===== config.mk =====
export PLATFORM = sky130hd
export DESIGN_NAME = s420_cword_loader
export DESIGN_NICKNAME = d
export VERILOG_FILES = /design/src/rtl/s420_pkg.sv /design/src/rtl/s420_step_gen.sv /design/src/rtl/s420_cword_loader.sv
export SDC_FILE = /design/constraint.sdc
export NUM_CORES = 1
export LEC_CHECK = 0
export CAP_MARGIN = 20
export CORE_ASPECT_RATIO = 1.1
export CORE_MARGIN = 1.5
export CORE_UTILIZATION = 54
export CTS_CLUSTER_SIZE = 20
export DETAILED_ROUTE_END_ITERATION = 8
export GPL_TIMING_DRIVEN = 0
export PLACE_DENSITY = 0.81
export SYNTH_ARGS = -nofsm -noshare
export SYNTH_HDL_FRONTEND = slang
export SYNTH_HIERARCHICAL = 1
export SYNTH_SLANG_ARGS = --single-unit

===== constraint.sdc =====
create_clock -name CK -period 3.7 [get_ports CK]
set_input_delay 0.555 -clock CK [delete_from_list [all_inputs] [get_ports CK]]
set_output_delay 0.555 -clock CK [all_outputs]
set_load 0.01 [all_outputs]

===== src/rtl/s420_pkg.sv =====
`default_nettype none
// ============================================================================
//  Module   : s420_pkg
//  Purpose  : Shared types and constants for the s420 compare-word loader.
//  Revision : 1.0 - initial release
// ============================================================================
package s420_pkg;

    // Compare word width of the s420 counter/compare stage.
    localparam int unsigned S420_WORD_W = 17;

    // Byte lanes of the compare word, transferred LSB-first.
    localparam int unsigned BYTE_W    = 8;
    localparam int unsigned LANE0_LSB = 0;
    localparam int unsigned LANE1_LSB = 8;
    localparam int unsigned LANE2_BIT = 16;

    // Loader FSM: collecting byte 0/1/2, then waiting for a step-free commit.
    typedef enum logic [1:0] {
        ST_B0   = 2'd0,
        ST_B1   = 2'd1,
        ST_B2   = 2'd2,
        ST_PEND = 2'd3
    } ld_state_t;

endpackage : s420_pkg
`default_nettype wire


===== src/rtl/s420_step_gen.sv =====
`default_nettype none
// ============================================================================
//  Module   : s420_step_gen
//  Purpose  : Programmable prescaler producing the registered P_0 step strobe
//             and the look-ahead step_next used to block commits.
//  Revision : 1.0 - initial release
// ============================================================================
module s420_step_gen #(
    parameter int DIV_W = 4
) (
    input  logic             ck_i,
    input  logic             rst_i,
    input  logic             run_i,
    input  logic [DIV_W-1:0] div_i,
    output logic             step_next_o,
    output logic             p0_o
);

    localparam logic [DIV_W-1:0] CNT_ONE = {{(DIV_W-1){1'b0}}, 1'b1};

    logic [DIV_W-1:0] cnt_q;
    logic [DIV_W-1:0] cnt_d;
    logic             step_next;
    logic             p0_q;

    // Next count: wrap on a step (also covers DIV lowered below cnt), hold when idle.
    always_comb begin
        step_next = run_i && (cnt_q >= div_i);
        cnt_d     = cnt_q;
        if (run_i) begin
            cnt_d = step_next ? '0 : (cnt_q + CNT_ONE);
        end
    end

    // Prescaler count and registered step strobe.
    always_ff @(posedge ck_i or posedge rst_i) begin
        if (rst_i) begin
            cnt_q <= '0;
            p0_q  <= 1'b0;
        end else begin
            cnt_q <= cnt_d;
            p0_q  <= step_next;
        end
    end

    assign step_next_o = step_next;
    assign p0_o        = p0_q;

endmodule : s420_step_gen
`default_nettype wire


===== src/rtl/s420_cword_loader.sv =====
`default_nettype none
// ============================================================================
//  Module   : s420_cword_loader
//  Purpose  : Collects a 17-bit compare word from three byte transfers into a
//             shadow register and commits it to C only on a cycle with no
//             count step, so the compare never sees a torn word at a step.
//  Revision : 1.0 - initial release
// ============================================================================
module s420_cword_loader
    import s420_pkg::*;
#(
    parameter int DIV_W  = 4,
    parameter int WORD_W = S420_WORD_W
) (
    input  logic              CK,
    input  logic              RST,
    input  logic              RUN,
    input  logic [DIV_W-1:0]  DIV,
    input  logic              LD_VALID,
    input  logic              LD_FIRST,
    input  logic [7:0]        LD_DATA,
    output logic              LD_READY,
    output logic [WORD_W-1:0] C,
    output logic              P_0,
    output logic              CFG_PEND,
    output logic [7:0]        WORDS_CNT
);

    ld_state_t         state_q;
    ld_state_t         state_d;
    logic [WORD_W-1:0] shadow_q;
    logic [WORD_W-1:0] shadow_d;
    logic [WORD_W-1:0] c_q;
    logic [WORD_W-1:0] c_d;
    logic [7:0]        words_q;
    logic [7:0]        words_d;

    logic w_step_next;
    logic w_accept;
    logic w_commit;
    logic w_unused;

    // Upper bits of byte 2 carry no information for a 17-bit word.
    assign w_unused = ^LD_DATA[7:1];

    s420_step_gen #(
        .DIV_W (DIV_W)
    ) u_step_gen (
        .ck_i        (CK),
        .rst_i       (RST),
        .run_i       (RUN),
        .div_i       (DIV),
        .step_next_o (w_step_next),
        .p0_o        (P_0)
    );

    assign LD_READY = (state_q != ST_PEND);
    assign CFG_PEND = (state_q == ST_PEND);
    assign w_accept = LD_VALID && LD_READY;
    assign w_commit = (state_q == ST_PEND) && !w_step_next;

    // Loader FSM next state, shadow byte-lane loads and step-free commit.
    always_comb begin
        state_d  = state_q;
        shadow_d = shadow_q;
        c_d      = c_q;
        words_d  = words_q;
        case (state_q)
            ST_B0: begin
                if (w_accept) begin
                    shadow_d[LANE0_LSB +: BYTE_W] = LD_DATA;
                    state_d                       = ST_B1;
                end
            end
            ST_B1: begin
                if (w_accept) begin
                    if (LD_FIRST) begin
                        shadow_d[LANE0_LSB +: BYTE_W] = LD_DATA;
                        state_d                       = ST_B1;
                    end else begin
                        shadow_d[LANE1_LSB +: BYTE_W] = LD_DATA;
                        state_d                       = ST_B2;
                    end
                end
            end
            ST_B2: begin
                if (w_accept) begin
                    if (LD_FIRST) begin
                        shadow_d[LANE0_LSB +: BYTE_W] = LD_DATA;
                        state_d                       = ST_B1;
                    end else begin
                        shadow_d[LANE2_BIT] = LD_DATA[0];
                        state_d             = ST_PEND;
                    end
                end
            end
            ST_PEND: begin
                if (w_commit) begin
                    c_d     = shadow_q;
                    words_d = words_q + 8'd1;
                    state_d = ST_B0;
                end
            end
            default: begin
                state_d = ST_B0;
            end
        endcase
    end

    // State, shadow, active word and commit counter registers.
    always_ff @(posedge CK or posedge RST) begin
        if (RST) begin
            state_q  <= ST_B0;
            shadow_q <= '0;
            c_q      <= '0;
            words_q  <= 8'd0;
        end else begin
            state_q  <= state_d;
            shadow_q <= shadow_d;
            c_q      <= c_d;
            words_q  <= words_d;
        end
    end

    assign C         = c_q;
    assign WORDS_CNT = words_q;

endmodule : s420_cword_loader
`default_nettype wire


After elaboration in Yosys (flattened, before gate mapping):

Index checks and enable logic that the tools add are counted.
W data, S select, Z words.

* input port bits: 17
* output and inout port bits: 28
* register bits: 49
* word-level logic and storage cells: 44

* equality and inequality tests: 8
* bitwise operators: 1
* add/sub/neg operators: 2
* multiplexer cells: 13
* $lt $le $gt $ge: 1
* reductions and logical operators: 11

Operator list (number)
* $mux W8: 4
* $pmux W8 S3: 1
* $mux W2: 6
* $add A8 B1 Y8 const B: 1
* $ne A2 B2 Y1 const B: 4
* $pmux W2 S4: 1
* $reduce_and A4 Y1: 2
* $reduce_and A3 Y1: 2
* $add A4 B1 Y4 const B: 1
* $eq A2 B2 Y1 const B: 2
* $ge A4 B4 Y1: 1
* $mux W4: 1
* $logic_and A1 B1 Y1: 3
* $reduce_bool A3 Y1: 1
* $eq A2 B1 Y1 const B: 1
* $logic_not A2 Y1: 1
* $ne A2 B1 Y1 const B: 1
* $reduce_and A2 Y1: 1
* $logic_not A1 Y1: 1
* $not A1 Y1: 1

Logic depth before layout (Yosys ltp):

Gate-level depths: netlist of run 1.

* depth after elaboration: 6
* mapped depth: 10
* gate-level depth less buffers: 8

By module:

The synthesis of run 1 kept the hierarchy.

By module, submodules not included
* s420_cword_loader: cells an instance 123, area an instance 1841.8 µm², sequential area each 1101.1 µm², times used 1
* s420_step_gen: cells an instance 35, area an instance 341.6 µm², sequential area each 125.1 µm², times used 1

Worst setup path after synthesis of run 1:

No wires, ideal clock.

* kind: in2reg
* from: input port DIV[3]
* to: register state_q[0]
* data arrival time: 2.229 ns
* setup time: 0.126 ns
* path buffers: 0
* stages on the path: 8
* path slack: 1.345 ns
* required time: 3.574 ns
* cell sequence: inv_1 > ha_1 > a21oi_1 > o21ai_2 > and2_1 > a2111o_1 > a221o_1 > o311a_1

* longest elaborated chain between the ends: 6

RTL lines
* start, declared: line s420_cword_loader.sv:18 `input logic [DIV_W-1:0] DIV,`
* $ge A4 B4 Y1: line s420_step_gen.sv:28 `step_next = run_i && (cnt_q >= div_i);`
* $logic_and A1 B1 Y1: line s420_step_gen.sv:28
* via w_step_next: line s420_cword_loader.sv:38 `logic w_step_next;`
* $logic_not A1 Y1: line s420_cword_loader.sv:60 `assign w_commit = (state_q == ST_PEND) && !w_step_next;`
* $logic_and A1 B1 Y1: line s420_cword_loader.sv:60
* $ne A2 B1 Y1 (no line)
* $reduce_and A4 Y1 (no line)
* end signal, assigned: line s420_cword_loader.sv:118 `state_q <= state_d;`
* end, declared: line s420_cword_loader.sv:29 `ld_state_t state_q;`

The timed path passes the listed nets, and every way through them passes these cells.
A chain may end at the register's enable or synchronous reset.

Final worst setup path of run 1:

Same ends and word-level chain as after synthesis.

==> results of run 1 <==
## power by group through the flow
stage	Combinational [mW]	Sequential (mW)	Clock [mW]
finish	0.895	0.919	0.300
global route	0.979	0.949	0.329
CTS	0.908	0.923	0.309
detailed placement	0.903	0.933	0
global placement	0.863	0.907	0
floorplan	0.498	0.945	0
## worst max-delay path: stages
cell	delay [ps]
clkdlybuf4s50_1	450
inv_1	40
ha_1	310
a21oi_1	220
o21ai_2	140
and2_1	210
a2111o_1	460
a221o_1	340
o311a_1	100
## flip-flops by register name, summed over array words and instances (netlist names)
| signal | flops |
|---|---|
| WORDS_CNT | 8 |
| state_q | 2 |
| C | 17 |
| shadow_q | 17 |
| u_step_gen/p0_o | 1 |
| u_step_gen/cnt_q | 4 |
## path summary, 6_finish.rpt
| check | startpoint | end |
|---|---|---|
| setup / recovery | DIV[3] | state_q[0] |
| min in group asynchronous | RST | u_step_gen/cnt_q[2] |
| hold / removal | WORDS_CNT[7] | WORDS_CNT[7] |
| max in group asynchronous | RST | shadow_q[14] |
| setup reg to reg | u_step_gen/cnt_q[0] | state_q[0] |
| hold reg to reg | WORDS_CNT[7] | WORDS_CNT[7] |
## metal layers
metal | track usage, % | vias up | share of wire (%)
met5 | 0 | - | 0
met4 | 7.49 | 0 | 1.6
met3 | 5.68 | 6 | 5.1
met2 | 35.1 | 39 | 52
met1 | 23.8 | 709 | 41
li1 | - | 657 | -
## final cells by class
type | instances | area (sq um)
Clock inverter | 1 | 7.51
Multi-Input combinational cell | 93 | 883
Sequential cell | 49 | 1230
Inverter | 11 | 41.3
Timing Repair Buffer | 43 | 430
Tap cell | 52 | 65.1
Fill cell | 299 | 1170
Clock buffer | 7 | 76.3
Buffer | 5 | 32.5
## cells by family (layout without fill, tap and decap cells)
kind of cell	after synthesis	count (layout)	synth area share (%)
simple gates	25	25	7.51
xor+xnor	7	7	2.81
compound gates	15	15	5.79
buf+inv	16	67	3.38
fa+ha+maj	11	11	6.30
flops	49	49	56.2
mux	35	35	18.1
## cell usage in the layout, fill, tap and decap left out, types with 3 or more instances in the layout
master / count
mux2_2: 35
clkbuf_8: 5
buf_4: 3
inv_1: 10
ha_1: 11
nand2_1: 4
xnor2_1: 6
clkdlybuf4s50_1: 43
dfrtp_1: 49
nand4_1: 4
nand3_1: 3
## through the flow
stage,utilization [%],instances,total power [mW],hold slack [ps],instance area (sq um)
CTS,70.2,261,2.14,483,2760
floorplan,-,158,1.44,334,2180
finish,70.2,261,2.11,483,2760
global placement,68.1,253,1.77,462,2680
global route,70.2,261,2.26,506,2760
detailed placement,68.1,253,1.84,471,2680
==> Implementation_results.wiki, run 1 <==
{| class="wikitable"
! Metric !! Value
|-
| Final net count || 236
|-
| First DRT Iteration DRCs || 48
|-
| Pwr dens || around 770 mW/mm^2
|-
| Largest clock skew in the final design || 5.58 ps
|-
| Worst hold-check path type || reg -> reg
|-
| DR DRC count || 0
|-
| Overall routing resource usage || 20.3%
|-
| Fraction of power consumed by combinational cells || 42.3%
|-
| Status || completed
|-
| Synthesis-to-finish area growth || 26.5%
|-
| Grt total ovfl || 0
|-
| Top area cells in the synthesized netlist || dfrtp_1, mux2_2, ha_1, xnor2_1, inv_1
|-
| Placement Rows || 24
|-
| Upper clock frequency limit || 378 MHz
|-
| Number of stages on the worst hold path || 1
|-
| Clock slew at the register clock pins of the worst setup and hold paths || 90 ps
|-
| Diodes inserted || 0
|-
| Area inside the core boundary || 0.00393 sq mm
|-
| Share of Yosys cell area claimed by the top area cell type || 56.2%
|-
| Commonest cells in the netlist || dfrtp_1, mux2_2, ha_1, inv_1, xnor2_1
|-
| Flip-flop and latch count after synthesis || 49
|-
| Root buf cell || clkbuf_8
|-
| Number of antenna-violating nets in the routed design || 0
|-
| Depth of the CTS H-tree || 2
|-
| Number of setup buffers added after CTS || 0
|-
| Max Slew Vio Count || 0
|-
| Setup slack after placement || 745 ps
|-
| Most common flop cell mapped by yosys || dfrtp_1
|-
| Req. time, crit path || about 3900 ps
|-
| Final period demand of the worst path || 2640 ps
|-
| TritonRoute pass-1 iters || 4
|-
| CTS tree || done
|-
| Worst endpoint data arrival time || 2830 ps
|-
| Pin count of the biggest net entering global routing || 45
|-
| Crit path capture type || flop
|-
| First-pass GRT wire length || between 6 and 7 mm
|-
| Initial antenna violation count || 0
|-
| Critical-path maximum fanout || 5
|-
| Share of synthesized area occupied by flip-flops and latches || 56.2%
|-
| PostCTS Resize Cnt || 0
|-
| Worst setup SP type || input port
|-
| Total length of routed wires || 4.00 mm
|-
| Die area || 0.00443 sq mm
|-
| Post-synthesis cell count || roughly 160
|-
| Total nets after synthesis || 186
|-
| Average wire per standard cell || 15.3 microns
|-
| Mean number of vias per cell || 5.41
|-
| Worst Max-Slew Pin Slew || 896 ps
|-
| Top cell type by total area after synthesis || dfrtp_1
|-
| Post-Syn Area per Cell || around 14 sq um
|-
| Die outline height || about 70 microns
|-
| Effective utilization at floorplan || 55.5%
|-
| Worst-case register-to-register setup slack || 1360 ps
|-
| TritonCTS Sinks || 49
|-
| IR Drop Worst-Case VDD || 0.000512 V
|-
| Unrepaired setup endpoints after global routing || no
|-
| Total negative setup slack || 0 ps
|-
| Proportion of layout cells with a drive suffix above 1 || between 20% and 30%
|-
| Total of warnings raised by yosys || 6
|-
| Proportion of synthesized flip-flops having asynchronous set or reset || 100%
|-
| Buffers on Ports || 43
|-
| Post-Syn Area || 0.00218 sq mm
|-
| Hpwl dp || between 3 and 4 mm
|-
| Final setup vio count || 0
|-
| Total count of hold-check failures in the final report || 0
|-
| Number of distinct standard cells referenced by the synthesized netlist || 34
|-
| Cell leakage power || 1.22 nW
|-
| Number of global-route vias before repair || 1502
|-
| Top-count cell post-synth || dfrtp_1
|-
| Final GP Congestion || 0.744
|-
| Fraction of the cycle the final worst path needs || 71.5%
|-
| Sequential fraction of design power || between 40% and 50%
|-
| Relative slew slack || between 40% and 50%
|-
| Proportion of power drawn by the clock network || 14.2%
|-
| Total I/O pin count || 45
|-
| Clock latency of the later-clocked register in the worst-skew pair || about 300 ps
|-
| Max Root-Sink Buffers || 2
|-
| R2R depth || 8
|-
| Slack of the critical path || 1060 ps
|-
| Switching part of the total || 32.3%
|-
| Type of the worst setup path || in -> reg
|-
| Number of buffers created by CTS || 5
|-
| Routed vias || 1411
|-
| Max-capacitance violation count || 0
|-
| Net Switching || just under 0.7 mW
|-
| Hold Buf Count CTS || 0
|-
| Die width || 63.6 microns
|-
| P_int || 1.43 mW
|-
| Number of flops mapped to enable cells by yosys || 0
|}
Power figures use the tool's default switching activity.
==> run 2: changes to the inputs <==
--- a/config.mk
+++ b/config.mk
@@ -8,11 +8,11 @@
 export CAP_MARGIN = 20
 export CORE_ASPECT_RATIO = 1.1
 export CORE_MARGIN = 1.5
-export CORE_UTILIZATION = 54
+export CORE_UTILIZATION = 46
 export CTS_CLUSTER_SIZE = 20
 export DETAILED_ROUTE_END_ITERATION = 8
 export GPL_TIMING_DRIVEN = 0
-export PLACE_DENSITY = 0.81
+export PLACE_DENSITY = 0.73
 export SYNTH_ARGS = -nofsm -noshare
 export SYNTH_HDL_FRONTEND = slang
 export SYNTH_HIERARCHICAL = 1
==> constraint.sdc (replaced) <==
create_clock -name CK -period 2.2 [get_ports CK]
set_input_delay 0.33 -clock CK [delete_from_list [all_inputs] [get_ports CK]]
set_output_delay 0.33 -clock CK [all_outputs]
set_load 0.01 [all_outputs]
==> Implementation_results.wiki, run 2 (synthesis gave the netlist of run 1 again) <==
{| class="wikitable"
! Metric !! Value
|-
| Multi-input gate area || 970 sq um
|-
| Cell leakage power || 1.29 nW
|-
| Pin count of the biggest net entering global routing || 45
|-
| Number of buffers created by CTS || 5
|-
| Max Slew Vio Count || 0
|-
| Slack of the critical path || 23.3 ps
|-
| Register Area || 0.00123 sq mm
|-
| Root buf cell || clkbuf_8
|-
| Routed vias || 1452
|-
| Pwr dens || 1300 mW/mm^2
|-
| Worst Max-Slew Pin Slew || 878 ps
|-
| Hpwl dp || 2.87 mm
|-
| Status || completed
|-
| Most common cell after layout, fill and taps aside || dfrtp_1
|-
| Critical-path maximum fanout || 3
|-
| Synthesis-to-finish area growth || 35.0%
|-
| Initial antenna violation count || 0
|-
| Max-capacitance violation count || 0
|-
| Die width || 68.7 microns
|-
| Upper clock frequency limit || 459 MHz
|-
| TritonRoute pass-1 iters || 3
|-
| Setup slack after placement || -585 ps
|-
| Crit path capture type || flop
|-
| Worst setup SP type || flop
|-
| CTS tree || done
|-
| Proportion of layout cells with a drive suffix above 1 || 34.2%
|-
| Relative slew slack || 41.4%
|-
| Area inside the core boundary || 0.00462 sq mm
|-
| Hold Buf Count CTS || 0
|-
| Worst-case hold slack || around 280 ps
|-
| Mean number of vias per cell || approximately 5.3
|-
| Type of the worst setup path || reg -> reg
|-
| Die area || roughly 0.0052 sq mm
|-
| First-pass GRT wire length || 6.97 mm
|-
| Most frequent cells in the layout || dfrtp_1, clkdlybuf4s50_1, mux2_2, buf_4, inv_1
|-
| Fillcell total || 368
|-
| Effective utilization at floorplan || a little under half
|-
| Depth of the CTS H-tree || 2
|-
| Final period demand of the worst path || 2180 ps
|-
| Total length of routed wires || 4.28 mm
|-
| Diodes inserted || 0
|-
| Power after layout || 3.84 mW
|-
| IR Drop Worst-Case VDD || 0.000803 V
|-
| DR DRC count || 0
|-
| Final GP Congestion || 0.672
|-
| Number of antenna-violating nets in the routed design || 0
|-
| Clock slew at the register clock pins of the worst setup and hold paths || around 90 ps
|-
| Average wire per standard cell || 15.6 microns
|-
| Final net count || approximately 250
|-
| Grt total ovfl || 0
|-
| First DRT Iteration DRCs || 59
|-
| Final setup vio count || 0
|-
| Die outline height || between 70 and 80 microns
|-
| Worst endpoint data arrival time || roughly 2400 ps
|-
| Req. time, crit path || 2390 ps
|-
| Placement Rows || 26
|-
| Worst hold-check path type || in -> async
|-
| Max Root-Sink Buffers || 2
|-
| Largest clock skew in the final design || 9.99 ps
|-
| Clock latency of the later-clocked register in the worst-skew pair || around 300 ps
|-
| Total I/O pin count || 45
|-
| TritonCTS Sinks || 49
|-
| Overall routing resource usage || 18.6%
|-
| Buffers on Ports || 43
|-
| Total count of hold-check failures in the final report || 0
|-
| Fraction of the cycle the final worst path needs || 98.9%
|-
| Number of global-route vias before repair || 1468
|}
==> run 2: changes by cell type in the layout (fill, tap and decap cells not counted), moves of 2 or more <==
cell / change
buf_6: +2
inv_2: +2
buf_4: +8
ha_4: +4
inv_1: -2
clkdlybuf4s50_1: -2
dlymetal6s2s_1: +2
ha_1: -4
clkbuf_1: -2
==> run 2: critical path, cell delays in order (launching register included) <==
cell and delay [ps]:
dfrtp_1 410, inv_2 100, ha_4 210, nor3b_4 260, o21ai_4 90, and2_4 170
a2111o_1 430, a221o_1 310, o311a_1 100
==> run 2: routing by layer <==
metal	part of all wire (%)	wire length, microns	up-vias	GRT usage (%)
met1	43	1860	736	22.6
met3	4.3	186	7	5.23
met5	0	0	-	0
met4	1.6	70	0	7.33
li1	-	-	678	-
met2	51	2160	31	31.1
==> run 2: report_power, final <==
group	total, mW	leakage [nW]	switching [mW]	internal, mW
clock network	0.530	0.0445	0.304	0.226
registers	1.55	0.605	0.258	1.30
logic	1.75	0.645	0.693	1.06
total	3.84	1.29	1.25	2.58
==> run 2: area by class of cell <==
type                    instances  share of cell area, %
flip-flops and latches         49                   41.6
multi-input cells              93                   32.9
repair buffers                 53                   17.3
plain buffers                   5                   1.36
well taps                      56                   2.38
clock inverters                 3                  0.722
clock buffers                   5                   2.33
inverters                      11                   1.40
==> run 2: worst paths after layout <==
| path | from | to | slack, ps | cells past startpoint |
|---|---|---|---|---|
| worst max-delay path | u_step_gen/cnt_q[0] | state_q[0] | 20 | 8 |
| worst min-delay path | RST | u_step_gen/p0_o | 280 | 2 |
| worst max register to register | u_step_gen/cnt_q[0] | state_q[0] | 20 | 8 |
| worst min register to register | WORDS_CNT[7] | WORDS_CNT[7] | 470 | 1 |
| max in group asynchronous | RST | shadow_q[14] | 1070 | 2 |
| min in group CK | RUN | u_step_gen/cnt_q[1] | 350 | 2 |
==> run 2: what timing repair did <==
| item | 4_1_cts | 5_1_grt |
|---|---|---|
| resized for setup | 7 | 10 |
| buffers inserted | 5 | 5 |
| pin swaps | 4 | 7 |
| endpoints found under the setup margin | 21 | 17 |
==> run 2: per-stage QoR <==
stage               setup TNS (ps)  std cells  utilization (%)  cell area (sq um)
floorplan                        0        158                -               2180
global placement             -9750        257             58.1               2680
detailed placement          -11860        257             58.1               2680
CTS                              0        270             61.6               2850
global route                 -24.6        275             63.8               2950
finish                           0        275             63.8               2950
